### src/rtl/linear_proj_pkg.sv
// Shared state encoding and default sizing for the linear-projection controller.
// The weight address width covers one full job of reads at the default sizing.
package linear_proj_pkg;

  localparam int W_DEPTH_DEF    = 16;
  localparam int NUM_PASSES_DEF = 4;
  localparam int TIMEOUT_DEF    = 1024;
  localparam int ADDR_WIDTH_B   = $clog2(W_DEPTH_DEF * NUM_PASSES_DEF);

  typedef enum logic [2:0] {
    IDLE,
    CLR,
    LOAD,
    WAIT,
    OUT,
    DONE,
    ERR
  } state_t;

  function automatic logic is_busy(state_t s);
    return (s == CLR) || (s == LOAD) || (s == WAIT) || (s == OUT);
  endfunction

endpackage

### src/rtl/linear_proj_addr_gen.sv
// Weight-BRAM read counter, tile index and registered read address; 1-cycle update.
// No backpressure: it steps only when the controller strobes it.
module linear_proj_addr_gen
  import linear_proj_pkg::*;
#(
  parameter int  W_DEPTH    = W_DEPTH_DEF,
  parameter int  NUM_PASSES = NUM_PASSES_DEF,
  localparam int PASS_W     = (NUM_PASSES > 1) ? $clog2(NUM_PASSES) : 1
) (
  input  logic                    clk,
  input  logic                    rst_n,
  input  logic                    clr,
  input  logic                    load_start,
  input  logic                    load_step,
  input  logic                    pass_inc,
  output logic                    cnt_last,
  output logic                    pass_last,
  output logic [ADDR_WIDTH_B-1:0] addr,
  output logic [PASS_W-1:0]       pass_idx
);

  localparam int CNT_W = (W_DEPTH > 1) ? $clog2(W_DEPTH) : 1;

  logic [CNT_W-1:0]        cnt;
  logic [ADDR_WIDTH_B-1:0] base;

  // Truncation to the address width is the intended modulo wrap.
  assign base      = ADDR_WIDTH_B'(32'(pass_idx) * 32'(W_DEPTH));
  assign cnt_last  = (cnt == CNT_W'(W_DEPTH - 1));
  assign pass_last = (pass_idx == PASS_W'(NUM_PASSES - 1));

  always_ff @(posedge clk or negedge rst_n) begin
    if (!rst_n) begin
      cnt      <= '0;
      addr     <= '0;
      pass_idx <= '0;
    end else if (clr) begin
      cnt      <= '0;
      addr     <= '0;
      pass_idx <= '0;
    end else begin
      if (load_start) begin
        cnt  <= '0;
        addr <= base;
      end else if (load_step) begin
        cnt  <= cnt + 1'b1;
        addr <= addr + 1'b1;
      end
      if (pass_inc) begin
        pass_idx <= pass_idx + 1'b1;
      end
    end
  end

endmodule

### src/rtl/linear_proj_ctrl.sv
// Sequences clear/load/wait/output per tile of a Q/K/V projection job; Moore outputs, 1-cycle response.
// out_valid holds until out_ready; a WAIT watchdog parks the job in ERR until abort.
module linear_proj_ctrl
  import linear_proj_pkg::*;
#(
  parameter int  W_DEPTH    = W_DEPTH_DEF,
  parameter int  NUM_PASSES = NUM_PASSES_DEF,
  parameter int  TIMEOUT    = TIMEOUT_DEF,
  localparam int PASS_W     = (NUM_PASSES > 1) ? $clog2(NUM_PASSES) : 1
) (
  input  logic                    clk,
  input  logic                    rst_n,
  input  logic                    start,
  input  logic                    abort,
  input  logic                    acc_done_all,
  input  logic                    systolic_finish_all,
  input  logic                    out_ready,
  output logic                    en_module,
  output logic                    internal_rst_n,
  output logic                    internal_reset_acc,
  output logic                    w_mat_enb_q,
  output logic                    w_mat_enb_k,
  output logic                    w_mat_enb_v,
  output logic [ADDR_WIDTH_B-1:0] w_mat_addrb_q,
  output logic [ADDR_WIDTH_B-1:0] w_mat_addrb_k,
  output logic [ADDR_WIDTH_B-1:0] w_mat_addrb_v,
  output logic                    busy,
  output logic                    out_valid,
  output logic                    done,
  output logic                    error,
  output logic [PASS_W-1:0]       pass_idx
);

  localparam int WD_W = $clog2(TIMEOUT + 1);

  state_t                  state, state_d;
  logic [WD_W-1:0]         wd;
  logic                    cnt_last, pass_last;
  logic                    clr, load_start, load_step, pass_inc;
  logic                    enb;
  logic [ADDR_WIDTH_B-1:0] addr;

  always_comb begin
    state_d = state;
    if (abort) begin
      state_d = IDLE;
    end else begin
      case (state)
        IDLE: if (start) state_d = CLR;
        CLR:  state_d = LOAD;
        LOAD: if (cnt_last) state_d = WAIT;
        WAIT: begin
          if (acc_done_all && systolic_finish_all) state_d = OUT;
          else if (wd == WD_W'(TIMEOUT - 1))       state_d = ERR;
        end
        OUT:  if (out_ready) state_d = pass_last ? DONE : CLR;
        DONE: state_d = IDLE;
        ERR:  state_d = ERR;
        default: state_d = IDLE;
      endcase
    end
  end

  assign clr        = (state_d == IDLE);
  assign load_start = (state == CLR) && (state_d == LOAD);
  assign load_step  = (state == LOAD) && (state_d == LOAD);
  assign pass_inc   = (state == OUT) && (state_d == CLR);

  // Outputs are decoded from the next state so they line up with the state register.
  always_ff @(posedge clk or negedge rst_n) begin
    if (!rst_n) begin
      state              <= IDLE;
      wd                 <= '0;
      en_module          <= 1'b0;
      internal_rst_n     <= 1'b0;
      internal_reset_acc <= 1'b1;
      enb                <= 1'b0;
      busy               <= 1'b0;
      out_valid          <= 1'b0;
      done               <= 1'b0;
      error              <= 1'b0;
    end else begin
      state              <= state_d;
      wd                 <= (state == WAIT && state_d == WAIT) ? wd + 1'b1 : '0;
      en_module          <= (state_d == LOAD) || (state_d == WAIT) || (state_d == OUT);
      internal_rst_n     <= (state_d != CLR);
      internal_reset_acc <= (state_d == CLR);
      enb                <= (state_d == LOAD);
      busy               <= is_busy(state_d);
      out_valid          <= (state_d == OUT);
      done               <= (state_d == DONE);
      error              <= (state_d == ERR);
    end
  end

  linear_proj_addr_gen #(
    .W_DEPTH    (W_DEPTH),
    .NUM_PASSES (NUM_PASSES)
  ) u_addr_gen (
    .clk        (clk),
    .rst_n      (rst_n),
    .clr        (clr),
    .load_start (load_start),
    .load_step  (load_step),
    .pass_inc   (pass_inc),
    .cnt_last   (cnt_last),
    .pass_last  (pass_last),
    .addr       (addr),
    .pass_idx   (pass_idx)
  );

  assign w_mat_enb_q   = enb;
  assign w_mat_enb_k   = enb;
  assign w_mat_enb_v   = enb;
  assign w_mat_addrb_q = addr;
  assign w_mat_addrb_k = addr;
  assign w_mat_addrb_v = addr;

endmodule

### config.mk
export PLATFORM = sky130hd
export DESIGN_NAME = linear_proj_ctrl
export DESIGN_NICKNAME = d
export VERILOG_FILES = /design/src/rtl/linear_proj_pkg.sv /design/src/rtl/linear_proj_addr_gen.sv /design/src/rtl/linear_proj_ctrl.sv
export SDC_FILE = /design/constraint.sdc
export NUM_CORES = 1
export LEC_CHECK = 0
export ABC_AREA = 1
export BUFFER_PORTS_ARGS = -buffer_cell sky130_fd_sc_hd__buf_4
export CORE_MARGIN = 3
export CORE_UTILIZATION = 40
export CTS_CLUSTER_DIAMETER = 40
export DETAILED_ROUTE_END_ITERATION = 10
export SYNTH_ARGS = -nofsm -noshare
export SYNTH_HDL_FRONTEND = slang
export SYNTH_HIERARCHICAL = 1
export SYNTH_SLANG_ARGS = --single-unit
export TNS_END_PERCENT = 10
### constraint.sdc
create_clock -name clk -period 6.3 [get_ports clk]
set_clock_uncertainty 0.05 [all_clocks]
set_input_delay 0.315 -clock clk [delete_from_list [all_inputs] [get_ports clk]]
set_output_delay 0.315 -clock clk [all_outputs]
set_load 0.01 [all_outputs]
## Yosys cells after proc, flatten, opt, wreduce, memory -nomap -nowiden

Cells that the tools add are included.

- Memory bits (writable): 0
- Logic and storage cells: 63
- Flip-flop bits (word level): 34
- Latch bits: 0
- ROM bits: 0
- Memories: 0

- Shifts and indexed selects: 0
- Reductions and logical operators: 14
- $mul: 0
- Add/sub/neg operators: 4
- Multiplexer cells: 17
- Equal/unequal tests: 15
- Order comparisons: 0
- Divide/modulo/power cells: 0
- Bitwise logic cells: 0

Operators with widths:

| operator | count |
|---|---|
| $mux 3 | 7 |
| $mux 6 | 3 |
| $pmux 3 s6 | 1 |
| $eq 3x3->1 const B | 5 |
| $eq 3x2->1 const B | 4 |
| $mux 4 | 3 |
| $add 11x1->11 const B | 1 |
| $eq 11x10->1 const B | 1 |
| $mux 11 | 1 |
| $add 6x1->6 const B | 1 |
| $eq 3x1->1 const B | 2 |
| $logic_not 3->1 | 2 |
| $logic_and 1x1->1 | 5 |
| $logic_or 1x1->1 | 5 |
| $add 4x1->4 const B | 1 |
| $eq 4x4->1 const B | 1 |
| $mux 2 | 2 |
| $ne 3x1->1 const B | 1 |
| $reduce_bool 3->1 | 1 |
| $add 2x1->2 const B | 1 |
| $eq 2x2->1 const B | 1 |
| $reduce_bool 2->1 | 1 |

## Depth between registers and ports, before layout

Gate-level depths: netlist of run 1.

- Depth in word-level cells: 10
- Depth in mapped cells: 17

## By module

The synthesis of run 1 kept the hierarchy.

Modules (own cells, without submodules):

| module | times used | area each (µm²) | cells an instance | seq. area each (µm²) |
|---|---|---|---|---|
| linear_proj_ctrl | 1 | 1193.6 | 135 | 551.8 |
| linear_proj_addr_gen | 1 | 676.9 | 80 | 300.3 |

## Worst setup path after synthesis of run 1

No wires, ideal clock.

- Kind: flip-flop to flip-flop
- Start: register wd[0]
- End: register u_addr_gen.addr[4]
- Clock period less this slack: 1983 ps
- Stages on the path, launching flop included: 15
- Path slack: 4317 ps
- Arrival time: 1817 ps
- Path through: dfrtp_1 ha_1 nand2_1 nor2_2 nand3_2 nand2_2 nand2_4 nor2_2 nand2_2 nor2_1 inv_1 nor2_1 nor2_1 nand2_1 nand2_1

- Longest elaborated chain between the ends: 9

RTL lines:

| what | line | source |
|---|---|---|
| start: declaration | linear_proj_ctrl.sv:37 | `logic [WD_W-1:0] wd;` |
| start signal: assignment | linear_proj_ctrl.sv:84 | `wd <= (state == WAIT && state_d == WAIT) ? wd + 1'b1 : '0;` |
| $eq 11x10->1 * | linear_proj_ctrl.sv:54 | `else if (wd == WD_W'(TIMEOUT - 1)) state_d = ERR;` |
| $mux 3 * | linear_proj_ctrl.sv:54 |  |
| $mux 3 * | linear_proj_ctrl.sv:53 | `if (acc_done_all && systolic_finish_all) state_d = OUT;` |
| $pmux 3 s6 * | linear_proj_ctrl.sv:48 | `case (state)` |
| $mux 3 * | linear_proj_ctrl.sv:45 | `if (abort) begin` |
| $eq 3x2->1 * | linear_proj_ctrl.sv:65 | `assign load_start = (state == CLR) && (state_d == LOAD);` |
| $logic_and 1x1->1 * | linear_proj_ctrl.sv:65 |  |
| via load_start | linear_proj_ctrl.sv:39 | `logic clr, load_start, load_step, pass_inc;` |
| $mux 6 | linear_proj_addr_gen.sv:42 | `if (load_start) begin` |
| $mux 6 | linear_proj_addr_gen.sv:37 | `end else if (clr) begin` |
| end signal: assignment | linear_proj_addr_gen.sv:44 | `addr <= base;` |
| end signal: assignment | linear_proj_addr_gen.sv:47 | `addr <= addr + 1'b1;` |
| end: declaration | linear_proj_addr_gen.sv:18 | `output logic [ADDR_WIDTH_B-1:0] addr,` |

The timed path passes the listed nets; every way through them passes the cells marked *.
A chain may end at the register's enable or synchronous reset.

## Worst setup path in the final report of run 1

- Start: register wd[0]
- End: register u_addr_gen.addr[5]

RTL lines:

| what | line | source |
|---|---|---|
| $eq 11x10->1 | linear_proj_ctrl.sv:54 |  |
| $mux 3 | linear_proj_ctrl.sv:54 |  |
| $mux 3 | linear_proj_ctrl.sv:53 |  |
| $pmux 3 s6 | linear_proj_ctrl.sv:48 |  |
| $mux 3 | linear_proj_ctrl.sv:45 |  |
| $eq 3x2->1 | linear_proj_ctrl.sv:66 | `assign load_step = (state == LOAD) && (state_d == LOAD);` |
| $logic_and 1x1->1 | linear_proj_ctrl.sv:66 |  |
| via load_step | linear_proj_ctrl.sv:39 |  |
| $reduce_bool 3->1 (no line) | - |  |

The timed path passes the listed nets, and every way through them passes these cells.

==> results of run 1 <==
[power breakdown]
group          internal (mW)  leakage (nW)  switching, mW
Sequential             0.224         0.464        0.00309
Combinational         0.0196         0.598         0.0319
Clock                 0.0765        0.0450         0.0788
Total                  0.320          1.11          0.114
[metrics by stage]
stage,setup WS (ns),instances,util
final,3.76,296,0.488
after global routing,3.42,296,0.488
after CTS,3.76,296,0.488
after detailed placement,3.76,287,0.468
after global placement,3.84,287,0.468
after floorplan,4.32,215,-
[what timing repair did]
| item | in CTS | in global routing |
|---|---|---|
| hold buffers | 1 | 0 |
| setup endpoints to repair | 0 | 0 |
| hold endpoints to repair | 33 | 0 |
[synth_stat cells, types with 2 or more instances]
cell     number  area (um2)
ha_1          4        50.1
xor2_1        7        61.3
xnor2_1       4        35.0
nor2_2       12        75.1
nand2_1      38         143
nor2_1       21        78.8
nor2_4        4        45.0
dfrtp_1      33         826
nand3_2       2        20.0
buf_6         2        22.5
nor3_1        3        15.0
o21ai_0       2        10.0
a21oi_1       7        35.0
nand2_2       9        56.3
buf_4        14         105
inv_2         2        7.51
nand3_1      14        70.1
inv_1        24        90.1
[registers in the layout, summed over array words and instances (netlist names)]
name                 flops
busy                     1
done                     1
en_module                1
error                    1
internal_reset_acc       1
internal_rst_n           1
out_valid                1
state                    3
u_addr_gen/addr          6
u_addr_gen/cnt           4
u_addr_gen/pass_idx      2
w_mat_enb_k              1
wd                      11
[worst paths after layout]
path | from | to | slack, ns | cells past startpoint
worst max-delay path | wd[0] | u_addr_gen/addr[5] | 3.76 | 15
worst min-delay path | abort | state[0] | 0.32 | 4
worst max register to register | wd[0] | u_addr_gen/addr[5] | 3.76 | 15
worst min register to register | wd[0] | wd[0] | 0.44 | 1
max in group asynchronous | rst_n | internal_reset_acc | 5.41 | 2
min in group asynchronous | rst_n | wd[5] | 0.45 | 2
[layout make-up]
cell class	count	share of cell area
inverters	28	0.0507
multi-input cells	137	0.360
clock inverters	2	0.00461
well taps	52	0.0300
flip-flops and latches	34	0.393
clock buffers	6	0.0334
repair buffers	37	0.129
[worst max-delay path, delay by kind of cell, from the launching register on]
kind            cells  cell delay, ns
compound gates      1            0.09
buf+inv             1            0.09
fa+ha+maj           1            0.20
simple gates       12            1.65
flops               1            0.40
[per-layer routing]
metal	track usage	up-vias	part of all wire
met2	0.201	28	0.44
met4	0.0771	0	0.024
met1	0.206	618	0.50
met3	0.0365	8	0.043
li1	-	708	-
met5	0	-	0
[cell families (layout without fill, tap and decap cells)]
kind of cell             Yosys count  after routing  synth area share
XOR/XNOR                          11             11            0.0515
buffers and inverters             44             73             0.127
AO/OA/AOI/OAI                     13             13            0.0395
adder cells (fa/ha/maj)            4              4            0.0268
AND/OR/NAND/NOR                  109            109             0.300
flip-flops                        34             34             0.456
==> results.toml, run 1 <==
[run_status]
run_status = "finished, final reports clean"

[drt]
routed_wl_um = 3440
wl_per_cell_um = 11.6
first_pass_iters = 4
antenna_left = 0
viasPerCell = 4.60
vias = 1362
drt-initial-drc-count = 131
drt_drc_violations_left = 0

[timing]
relSlewSlack = 0.460
hold_viol = 0
drv_slew = 0
post-route-min-period_ns = 2.54
timing.hold.ws_ns = 0.324
rsz0062_at_grt = "no"
worst_pin_slew_ns = 0.807
fmax_ghz = 0.394
finalSetupViolations = 0
fin_crit_sh = 0.402
fin_tns_setup_ns = 0

[placement]
dpl-instance-area_um2 = 2080
hpwl_um = 2490
numPortBuffers = 36
gp_congestion = 0.759

[worst_setup_path]
cp_data_arrival_time_ns = 2.71
crit_path_max_incr_delay_ns = 0.62
cp_common_cell = "nand2_2"
cp-end-kind = "flip-flop"
crit_path_top_delay_cell = "nor2_1"
start_kind = "flip-flop"
cp.required_ns = 6.48
critPathKind = "reg -> reg"
cp_cell_sequence = "ha_1 > nand2_1 > nor2_2 > nand3_2 > nand2_2 > nand2_4 > nor2_2 > nand2_2 > nor2_1 > inv_6 > nand2_2 > nand2_2 > a21oi_2 > nand2_1 > nand2_1"
critPathMaxFanout = 9

[synth]
synthArstFlopShare = 1.00
yosysUniqueCellTypes = 31
syn_inst = 215
synth_flop_cell = "dfrtp_1"
ys.warnings.count = 6
seq_area_frac_synth = 0.456
synth-edff-count = 0
synth_area_per_cell_um2 = 8.70
syn_area_um2 = 1870
synth.net_count = 226
synth_seq_cells = 34

[finish]
multiInputGateArea_um2 = 781
area.sequential_um2 = 852
layout_commonest_cell = "nand2_1"
final_cell_mix = "38 x nand2_1, 36 x buf_4, 33 x dfrtp_1, 24 x inv_1, 21 x nor2_1"
area_growth_pct = 16.1
num_antenna_cells = 0
fillers = 453
nets = 254
drive_above_1_share = 0.324
post-route-cell-area_um2 = 2170

[clock_tree]
post_cts_buffers = 0
cts_buffers = 5
cts_resized = 0
clk_latency_ns = 0.29
clk_path_buf_depth = 2
clk_pin_slew_ns = 0.06
htreeDepth = 2
cts_tree = "done"
cts_sinks = 34
cts_root_buf = "clkbuf_8"

[pwr]
leakage_nw = 1.11
ir_drop_mv = 0.116
power_mw = 0.434
power.density_nw_per_um2 = 200

[die]
core_um2 = 4440
io_pins = 37
die-area_um2 = 5530
die_x_um = 74.4
chipHeight_um = 74.4
start_util = 0.421
rows = 24

[run]
cap_violations = 0

[global_route]
grt_overflow = 0
antenna_found_initial = 0
grt_pass1_vias = 1268
grt_pass1_wl_um = 5940
grt_usage = 0.145
grt_max_degree = 35

[worst_hold_path]
hold_class = "in -> reg"
(Power assumes the default switching activity.)
==> inputs of run 2 (changes only) <==
==> constraint.sdc (replaced) <==
create_clock -name clk -period 2.39 [get_ports clk]
set_clock_uncertainty 0.05 [all_clocks]
set_input_delay 0.1195 -clock clk [delete_from_list [all_inputs] [get_ports clk]]
set_output_delay 0.1195 -clock clk [all_outputs]
set_load 0.01 [all_outputs]
==> results.toml, run 2 (synthesized netlist as in run 1, its figures left out) <==
[pwr]
intPower_mw = 0.877
power.density_nw_per_um2 = 530
clkPwrFrac = 0.369
ir_drop_mv = 0.349
leakage_nw = 1.13
comb_power_share = 0.121
pwr-share-seq = 0.511
p_switching_mw = 0.293
p_sw_frac = 0.251

[global_route]
antenna_found_initial = 0
grt_usage = 0.132
grt_overflow = 0
grt_pass1_vias = 1290
grt_max_degree = 35
grt_pass1_wl_um = 5570

[finish]
regMostFlops = "wd"
largest_reg_flops = 11
fillers = 445
multiInputGateArea_um2 = 788
final_cell_mix = "39 x buf_4, 38 x nand2_1, 33 x dfrtp_1, 24 x inv_1, 20 x nor2_1"
layout_commonest_cell = "buf_4"
area.sequential_um2 = 852
post-route-util = 0.497
area_growth_pct = 18.1
num_antenna_cells = 0
reg.largest.list = "wd: 11 flops, u_addr_gen/addr: 6 flops, u_addr_gen/cnt: 4 flops"
nets = 257
drive_above_1_share = 0.336

[timing]
finalSetupViolations = 0
fin_tns_setup_ns = 0
post-route-min-period_ns = 2.13
fmax_ghz = 0.470
rsz0062_at_grt = "no"
relSlewSlack = 0.682
worst_pin_slew_ns = 0.476
hold_viol = 0
drv_slew = 0
fin_crit_sh = 0.891

[placement]
gp_congestion = 0.778
hpwl_um = 2500
numPortBuffers = 36

[worst_setup_path]
cp_common_cell = "nand2_1"
cp.depth = 17
crit_path_max_incr_delay_ns = 0.39
start_kind = "flip-flop"
worstRegToRegCells = 17
cp.required_ns = 2.55
crit_path_top_delay_cell = "dfrtp_1"
cp_cell_sequence = "ha_1 > nand2_1 > nor2_4 > nand3_2 > nand2_1 > nand2_1 > nand2_2 > inv_1 > nand2_2 > nor2_1 > buf_4 > inv_6 > nand2_2 > nand2_2 > a21oi_2 > nand2_1 > nand2_1"
crit_family = "simple AND/OR/NAND/NOR gates"
path_buf_inv = 3
critPathKind = "reg -> reg"
crit_start = "wd[0]"
rr_endpoint = "u_addr_gen/addr[5]"
cp-end-kind = "flip-flop"
cp_data_arrival_time_ns = 2.29
critPathMaxFanout = 9
reg2reg_from = "wd[0]"
endpoint = "u_addr_gen/addr[5]"
rrSetupSlack_ns = 0.26

[die]
die-area_um2 = 5530
io_pins = 37
core_um2 = 4440
start_util = 0.421
die_x_um = 74.4
rows = 24
chipHeight_um = 74.4

[drt]
vias = 1369
antenna_left = 0
routed_wl_um = 3370
first_pass_iters = 4
drt_drc_violations_left = 0
wl_per_cell_um = 11.3
viasPerCell = 4.58
drt-initial-drc-count = 72

[run]
cap_violations = 0

[clock_tree]
cts_buffers = 5
cts_tree = "done"
cts_root_buf = "clkbuf_8"
htreeDepth = 2
clk_path_buf_depth = 2
clk_latency_ns = 0.28
cts_sinks = 34
clk_pin_slew_ns = 0.06

[run_status]
run_status = "finished, final reports clean"

[worst_hold_path]
hold_class = "in -> reg"
-- run 2: cell types whose count changed in the layout (fill, tap and decap cells not counted), sizes merged --
cell / before / now
buf: 36 / 39
clkbuf: 6 / 7
clkinv: 3 / 2
-- run 2: timing repair --
| item | in CTS | in global routing |
|---|---|---|
| setup buffers | 0 | 1 |
| endpoints found under the hold margin | 33 | 0 |
| endpoints found under the setup margin | 0 | 3 |
| hold buffers | 1 | 0 |
| gates resized for setup | 0 | 2 |
-- run 2: cell type report --
class	count	area share
clock inverters	1	0.00227
clock buffers	7	0.0391
inverters	28	0.0498
repair buffers	40	0.137
well taps	52	0.0294
flip-flops and latches	34	0.386
multi-input cells	137	0.357
-- run 2: tightest hold or removal path, delay by kind of cell --
kind	cells	cell delay, ns
AND/OR/NAND/NOR	1	0.09
buffers and inverters	3	0.20
-- run 2: stage by stage --
stage	area [um2]	std cells	worst slack [ns]	power (mW)	hold slack, ns
finish	2210	299	0.260	1.17	0.134
global route	2210	299	0.0535	1.23	0.133
CTS	2190	298	0.122	1.19	0.123
detailed placement	2090	289	0.140	0.751	0.0487
global placement	2090	289	0.215	0.750	0.0505
floorplan	1870	215	0.407	0.695	-0.226
-- run 2: power by group through the flow --
stage | clock network, mW | registers (mW) | logic, mW
CTS | 0.448 | 0.598 | 0.143
global route | 0.471 | 0.599 | 0.160
global placement | 0 | 0.609 | 0.141
floorplan | 0 | 0.612 | 0.0826
detailed placement | 0 | 0.609 | 0.142
finish | 0.431 | 0.598 | 0.141
-- run 2: how the worst min path moves through the flow --
stage,startpoint,endpoint,slack (ns),depth (start not counted)
2_1_floorplan,rst_n,busy,-0.23,0
3_3_place_gp,rst_n,wd[7],0.05,1
3_5_place_dp,rst_n,wd[7],0.05,1
4_1_cts,abort,state[2],0.12,4
5_1_grt,abort,state[2],0.13,4
6_report,abort,state[2],0.13,4
-- run 2: metal layers --
layer  GRT usage  routed length [um]
met1       0.181                1700
met2       0.200                1500
met3      0.0365                 117
met4      0.0474                  50
met5           0                   0
